`src/rtl/if_id_queue_if.sv`:
```
// rtl/if_id_queue_if.sv - fetch/decode handshake bundle for the IF/ID queue
interface if_id_queue_if #(
   parameter int DW = 32,
   parameter int AW = 30
);
   logic          in_valid;
   logic          in_ready;
   logic [DW-1:0] in_instr;
   logic [AW-1:0] in_pc;
   logic          out_valid;
   logic          out_ready;
   logic [DW-1:0] out_instr;
   logic [AW-1:0] out_pc4;
   logic          flush;

   modport master (
      output in_valid, in_instr, in_pc, out_ready, flush,
      input  in_ready, out_valid, out_instr, out_pc4
   );

   modport slave (
      input  in_valid, in_instr, in_pc, out_ready, flush,
      output in_ready, out_valid, out_instr, out_pc4
   );
endinterface

```
`src/rtl/if_id_queue.sv`:
```
// rtl/if_id_queue.sv - DEPTH-entry first-word-fall-through IF/ID buffer with flush
module if_id_queue #(
   parameter int            DW     = 32,
   parameter int            AW     = 30,
   parameter int            DEPTH  = 2,
   parameter logic [DW-1:0] BUBBLE = '0,
   localparam int           PW     = $clog2(DEPTH),
   localparam int           CW     = $clog2(DEPTH + 1)
) (
   input  logic             clk,
   input  logic             rst,
   if_id_queue_if.slave     q,
   output logic [CW-1:0]    count,
   output logic [15:0]      flush_drops
);
   logic [DW-1:0] mem_instr [DEPTH];
   logic [AW-1:0] mem_pc4   [DEPTH];
   logic [PW-1:0] rd_ptr;
   logic [PW-1:0] wr_ptr;
   logic          not_full;
   logic          not_empty;
   logic          push;
   logic          pop;
   logic [16:0]   drops_sum;
   logic [15:0]   drops_next;

   // ready depends on state only, so decode stalls never reach fetch combinationally
   assign not_full  = (count != CW'(DEPTH));
   assign not_empty = (count != '0);
   assign push      = q.in_valid & not_full;
   assign pop       = not_empty & q.out_ready;

   assign q.in_ready  = not_full;
   assign q.out_valid = not_empty;
   assign q.out_instr = not_empty ? mem_instr[rd_ptr] : BUBBLE;
   assign q.out_pc4   = not_empty ? mem_pc4[rd_ptr]   : '0;

   assign drops_sum  = {1'b0, flush_drops} + 17'(count);
   assign drops_next = drops_sum[16] ? 16'hFFFF : drops_sum[15:0];

   always_ff @(posedge clk or posedge rst) begin
      if (rst) begin
         count       <= '0;
         rd_ptr      <= '0;
         wr_ptr      <= '0;
         flush_drops <= '0;
      end else if (q.flush) begin
         count       <= '0;
         rd_ptr      <= '0;
         wr_ptr      <= '0;
         flush_drops <= drops_next;
      end else begin
         if (push) wr_ptr <= wr_ptr + PW'(1);
         if (pop)  rd_ptr <= rd_ptr + PW'(1);
         if (push && !pop)
            count <= count + CW'(1);
         else if (pop && !push)
            count <= count - CW'(1);
      end
   end

   // payload storage carries no reset; occupancy alone decides what is visible
   always_ff @(posedge clk) begin
      if (push && !q.flush) begin
         mem_instr[wr_ptr] <= q.in_instr;
         mem_pc4[wr_ptr]   <= q.in_pc + AW'(1);
      end
   end
endmodule

```
`src/flat_wrapper.sv`:
```
// flat-port wrapper written by rule: the top's interface ports become plain ports
module if_id_queue_flat 
#(
   parameter int            DW     = 32,
   parameter int            AW     = 30,
   parameter int            DEPTH  = 2,
   parameter logic [DW-1:0] BUBBLE = '0,
   localparam int           PW     = $clog2(DEPTH),
   localparam int           CW     = $clog2(DEPTH + 1)
)
  (clk, rst, count, flush_drops, q_in_valid, q_in_instr, q_in_pc, q_out_ready, q_flush, q_in_ready, q_out_valid, q_out_instr, q_out_pc4);
  if_id_queue_if #(.DW(DW), .AW(AW)) q_i ();
  input  logic clk;
  input  logic rst;
  output logic [CW-1:0] count;
  output logic [15:0] flush_drops;
  input wire logic [$bits(q_i.in_valid)-1:0] q_in_valid;
  input wire logic [$bits(q_i.in_instr)-1:0] q_in_instr;
  input wire logic [$bits(q_i.in_pc)-1:0] q_in_pc;
  input wire logic [$bits(q_i.out_ready)-1:0] q_out_ready;
  input wire logic [$bits(q_i.flush)-1:0] q_flush;
  output wire logic [$bits(q_i.in_ready)-1:0] q_in_ready;
  output wire logic [$bits(q_i.out_valid)-1:0] q_out_valid;
  output wire logic [$bits(q_i.out_instr)-1:0] q_out_instr;
  output wire logic [$bits(q_i.out_pc4)-1:0] q_out_pc4;
  assign q_i.in_valid = q_in_valid;
  assign q_i.in_instr = q_in_instr;
  assign q_i.in_pc = q_in_pc;
  assign q_i.out_ready = q_out_ready;
  assign q_i.flush = q_flush;
  assign q_in_ready = q_i.in_ready;
  assign q_out_valid = q_i.out_valid;
  assign q_out_instr = q_i.out_instr;
  assign q_out_pc4 = q_i.out_pc4;
  if_id_queue #(.DW(DW), .AW(AW), .DEPTH(DEPTH), .BUBBLE(BUBBLE)) u_core (.clk(clk), .rst(rst), .q(q_i), .count(count), .flush_drops(flush_drops));
endmodule
```
`config.mk`:
```
export PLATFORM = sky130hd
export DESIGN_NAME = if_id_queue_flat
export DESIGN_NICKNAME = d
export VERILOG_FILES = /design/src/rtl/if_id_queue_if.sv /design/src/rtl/if_id_queue.sv /design/src/flat_wrapper.sv
export SDC_FILE = /design/constraint.sdc
export NUM_CORES = 1
export LEC_CHECK = 0
export ABC_AREA = 1
export BUFFER_PORTS_ARGS = -buffer_cell sky130_fd_sc_hd__buf_4
export CORE_MARGIN = 2
export CORE_UTILIZATION = 55
export CTS_BUF_LIST = sky130_fd_sc_hd__clkbuf_2 sky130_fd_sc_hd__clkbuf_4 sky130_fd_sc_hd__clkbuf_8
export DETAILED_ROUTE_END_ITERATION = 12
export PLACE_DENSITY = 0.81
export SYNTH_ARGS = -nofsm -noshare
export SYNTH_HDL_FRONTEND = slang
export SYNTH_SLANG_ARGS = --single-unit
```
`constraint.sdc`:
```
create_clock -name clk -period 5.3 [get_ports clk]
set_input_delay 0.53 -clock clk [delete_from_list [all_inputs] [get_ports clk]]
set_output_delay 0.53 -clock clk [all_outputs]
set_load 0.02 [all_outputs]
```
* Yosys cells after proc, flatten, opt, wreduce, memory -nomap -nowiden *
Memories as Yosys holds them, arrays and structs flattened.
Cells that the tools add are included.

storage, ports and cells
  memory bits (writable) = 124
  memories kept = 2
  register bits = 20
  word-level logic and storage cells = 37
  bits in read-only memories = 0
  bits in latches = 0

cells by class
  shift-type cells = 0
  add/sub/neg operators = 6
  bitwise gates (word level) = 2
  eq/ne operators = 1
  divide/modulo/power cells = 0
  mux-type cells = 12
  reductions and logical operators = 10
  $lt $le $gt $ge = 0
  multiply operators = 0

memory list
  name              depth  width  rd ports  clocked after memory_dff  wr ports  RTL line           text
  u_core.mem_instr  2      32     1         0                         1         if_id_queue.sv:16  logic [DW-1:0] mem_instr [DEPTH];
  u_core.mem_pc4    2      30     1         0                         1         if_id_queue.sv:17  logic [AW-1:0] mem_pc4 [DEPTH];

operator list
  kind                     number
  $mux W32                 1
  $add A30 B1 Y30 const B  1
  $mux W30                 1
  $add A16 B2 Y17          1
  $mux W16                 1
  $mux W1                  6
  $mux W2                  3
  $reduce_bool A2 Y1       3
  $logic_and A1 B1 Y1      3
  $logic_not A1 Y1         3
  $reduce_bool A3 Y1       1
  $add A1 B1 Y1 const B    2
  $add A2 B1 Y2 const B    1
  $and A1 B1 Y1            2
  $ne A2 B2 Y1 const B     1
  $sub A2 B1 Y2 const B    1

* Longest topological paths before layout *
  word-level depth = 7
  depth in mapped cells = 10
  depth with buffers taken out = 10

* Worst setup path before layout *
OpenSTA, ideal clock, no wires.

  path kind = reg-to-reg
  from = register u_core.count[0]
  to = memory u_core.mem_instr[0][0] (enable)
  data required time = 4.818 ns
  arrival time = 3.660 ns
  setup time = 0.482 ns
  path slack = 1.158 ns
  stages on the path, launching flop included = 7
  path buffers = 0
  period minus slack after synthesis = 4.142 ns
  cell sequence = dfrtp_1 > inv_1 > nand2_1 > nand2_1 > inv_1 > nand2_1 > nor2_1

between the ends
  longest elaborated chain between the ends = 5

RTL lines
  what                           RTL line            text
  start: declaration             if_id_queue.sv:13   output logic [CW-1:0] count,
  start signal: assignment       if_id_queue.sv:56   count <= count + CW'(1);
  start signal: assignment       if_id_queue.sv:58   count <= count - CW'(1);
  $ne A2 B2 Y1                   if_id_queue.sv:28   assign not_full = (count != CW'(DEPTH));
  via q_in_ready                 flat_wrapper.sv:22  output wire logic [$bits(q_i.in_ready)-1:0] q_in_ready;
  $and A1 B1 Y1                  if_id_queue.sv:30   assign push = q.in_valid & not_full;
  $logic_and A1 B1 Y1            if_id_queue.sv:64   if (push && !q.flush) begin
  $mux W1                        if_id_queue.sv:64
  $mux W1 (not written as such)  if_id_queue.sv:65   mem_instr[wr_ptr] <= q.in_instr;
  end: declaration               if_id_queue.sv:16

The timed path passes the listed nets, and every way through them passes these cells.

* Worst setup path in the final report *
  from = register u_core.rd_ptr
  to = output q_out_pc4[25]

between the ends
  longest elaborated chain between the ends = 2

RTL lines
  what                      RTL line            text
  start: declaration        if_id_queue.sv:18   logic [PW-1:0] rd_ptr;
  start signal: assignment  if_id_queue.sv:54   if (pop) rd_ptr <= rd_ptr + PW'(1);
  $mem_v2 Z2 W30            --
  $mux W30                  if_id_queue.sv:36   assign q.out_pc4 = not_empty ? mem_pc4[rd_ptr] : '0;
  end: declaration          flat_wrapper.sv:25  output wire logic [$bits(q_i.out_pc4)-1:0] q_out_pc4;

Every way passes these cells.

==> results by stage <==
Outcome:
- The run finished with clean final reports.

Worst setup path:
- The setup check on the worst reg-to-reg path leaves a slack of 2.66 ns.
- The data required time at the worst endpoint is 4.77 ns.
- The critical path in this run is classified as register to output pin.
- The slowest stage of the critical path is the sky130_fd_sc_hd__inv_2 cell.
- The critical path contains buffers and inverters numbering 2 combined.
- Traced cell by cell, the critical path runs through inv_2, nand2_1, a21oi_1, buf_4.
- STA puts the critical path data arrival time at 2.25 ns.
- The family with the most delay on the worst path is buffers and inverters.
- For this run, the slowest stage of the critical path takes 0.80 ns.
- The critical path startpoint category is a register.
- The worst setup path is captured at an output pin.
- In this run the worst path has a maximum fanout of 64.

STA:
- Setup violations remaining at the end of the flow were counted as 0.
- The count of pins over their slew limit is 0.
- The maximum achievable frequency is 360 MHz.
- The worst-margin pin slew is 1.12 ns.
- Setup repair after global routing left no endpoint under its margin.
- Summed over all failing endpoints, the final setup total negative slack is 0 ns.
- The worst path in the final design needs a cycle of 2.78 ns, including I/O delays and setup.
- The final hold slack is 0.230 ns.
- The hold violation count in the final report is 0.
- The final critical path takes up 52.4% of the cycle.
- For the final database, setup skew stands at 0.0109 ns.
- The worst-case headroom to the max-slew limit is 25.6%.
- The worst-case setup margin in the final layout is 2.52 ns.

Route:
- The detail route stage leaves a number of antenna-violating nets equal to 0.
- In the final routed layout, each cell accounts on average for 15.4 µm.
- Detailed routing inserted a total of 5203 vias.
- The number of remaining DRC errors is 0.
- Dividing the detail-routed via count by the number of cells gives 5.30.
- The total wirelength of the detailed-routed design is 15100 µm.
- Before antenna repair, the detailed router went through 5 iterations.
- The number of DRC violations after detailed-routing iteration 0 is 456.

Pwr:
- The ratio of total power to cell area is 343 nW/µm².
- In this run the static leakage power is 0.00346 µW.
- The worst-case IR drop observed on VDD is 0.159 mV.

Yosys:
- Sequential elements use 63.8% of the synthesized area.
- The portion of synthesized cell area occupied by the leading cell type is 56.3%.
- Synthesis inferred 144 register bits.
- Counting distinct cell types in the post-synthesis netlist gives 29.
- sky130_fd_sc_hd__edfxtp_1 takes more of the synthesized area than any other cell.
- When the netlist entered floorplanning its net count stood at 743.
- The cell area that synthesis handed to floorplanning was 6620 µm².
- Sorting the synthesized cells by area gives the leading types as sky130_fd_sc_hd__edfxtp_1, sky130_fd_sc_hd__nand2_1, sky130_fd_sc_hd__dfrtp_1.
- For this run, the number of Yosys warnings is 0.
- The number of standard cells after synthesis is 672.
- The mean cell area of the mapped netlist is 9.85 µm².

Clocking:
- The H-tree was split into 4 levels.
- The maximum count of clock buffers along a single path is 2.
- The quantity of gates resized following cts is 0.
- The clock slew seen by the registers of the worst setup and hold paths is 0.08 ns.
- The total of hold buffers inserted after clock tree synthesis is 0.
- TritonCTS built the clock tree.
- The number of buffers inserted during clock tree synthesis is 17.
- The later pin in the worst-skew pair is clocked with a latency of 0.42 ns.
- The root buffer cell chosen for the clock tree is sky130_fd_sc_hd__clkbuf_8.
- After clock tree synthesis, the setup repair step added 0 buffers.
- The number of clock sinks is 144.

Final layout:
- The fraction of final layout cells sized beyond drive strength 1 is 24.2%.
- The number of inserted filler cells in the final layout is 893.
- Leaving out filler cells and counting taps, the final layout contains 981.
- Leaving out fill and tap cells, the most frequent cell in the layout is sky130_fd_sc_hd__nand2_1.
- The library cells used most frequently in the layout, excluding fill and tap cells, are sky130_fd_sc_hd__nand2_1, sky130_fd_sc_hd__buf_4, sky130_fd_sc_hd__edfxtp_1.
- The antenna cell count is 0.
- The final net count is 893.
- The area added between synthesis and finish is 25.5%.

Floorplan:
- The die width is 114 µm.
- The die height is 114 µm.
- In this run the standard cell core region covers 11900 µm².
- The initial core utilization is 55.8%.
- The count of pins on the block boundary is 149.
- After floorplanning, the core was divided into 40 placement rows.
- The die area is 12900 µm².

Global route:
- The initial antenna violation count was 0.
- For this run, the total global-route usage over all layers was measured as 23.9%.
- Entering global routing, the biggest net connects 65 pins.
- The number of global-route vias before repair was 5011.
- The wire length of the first global-routing pass is 24000 µm.
- The total global routing overflow is 0.

Placed design:
- Input and output buffers added on the ports amount to 148.
- Including well taps, the total number of placed cells is 950.
- The congestion estimate from routability-driven global placement came to 0.931.
- The HPWL after detailed placement is 10200 µm.
- The worst setup timing slack at the placement stage is 2.67 ns.

Min path:
- The worst hold path class is input port to asynchronous set/reset pin.

Run:
- Max-cap violations in this run came to 0.
[Yosys cell counts, drive strengths merged]
library cell / number
edfxtp: 124
xnor2: 5
ha: 3
nand3: 31
xor2: 14
buf: 3
inv: 39
fa: 1
a21oi: 65
o21ai: 5
o21bai: 2
nor3: 1
clkbuf: 18
o211ai: 1
nand4: 9
dfrtp: 20
nand3b: 10
nor2: 66
nand2: 253
or2: 2
[per-stage QoR]
step / power [µW] / cell area (µm²) / util, %
after CTS: 2860 / 8310 / 70.0
after detailed placement: 1950 / 7880 / 66.4
after floorplan: 1690 / 6620 / -
after global routing: 2960 / 8310 / 70.0
after global placement: 1940 / 7880 / 66.4
final: 2850 / 8310 / 70.0
[sequential cells by signal, indices dropped and copies added, names as in the netlist]
name	count
u_core.mem_instr	64
u_core.mem_pc4	60
u_core.flush_drops	16
u_core.count	2
u_core.rd_ptr	1
u_core.wr_ptr	1
[logic make-up after synthesis]
kind of cell             count (synthesis)  share of synthesized area [%]
AND/OR/NAND/NOR                        372                           23.6
flip-flops                             144                           63.8
AO/OA/AOI/OAI                           73                           5.63
buffers and inverters                   60                           3.55
XOR/XNOR                                19                           2.51
adder cells (fa/ha/maj)                  4                          0.870
[path summary, 6_finish.rpt]
check / to / from / depth (start not counted)
min in group clk: u_core.mem_instr[1][0] / q_in_instr[0] / 1
hold reg to reg: u_core.flush_drops[15] / u_core.flush_drops[15] / 2
max in group asynchronous: u_core.rd_ptr / rst / 2
hold / removal: u_core.flush_drops[15] / rst / 2
setup / recovery: q_out_pc4[25] / u_core.rd_ptr / 4
setup reg to reg: u_core.mem_instr[0][30] / u_core.count[0] / 7
[where the power goes]
group / leakage [µW] / switching [µW] / internal (µW) / total (µW)
Combinational: 0.00187 / 368 / 216 / 584
Sequential: 0.00138 / 45.6 / 1300 / 1350
Clock: 0.000202 / 404 / 517 / 921
[final cells by class]
type / instances / area [µm²] / share of cell area (%)
flip-flops and latches: 144 / 4230 / 50.9
multi-input cells: 468 / 2180 / 26.2
repair buffers: 152 / 1140 / 13.7
clock buffers: 18 / 241 / 2.91
clock inverters: 13 / 189 / 2.27
well taps: 147 / 184 / 2.21
inverters: 39 / 146 / 1.76
[per-layer routing]
layer	vias to the layer above	GRT usage [%]	share of wire, %
li1	2550	-	-
met4	0	6.83	1.1
met3	14	4.94	5.7
met1	2445	31.1	43
met5	-	0	0
met2	194	40.9	50
Power figures use the tool's default switching activity.
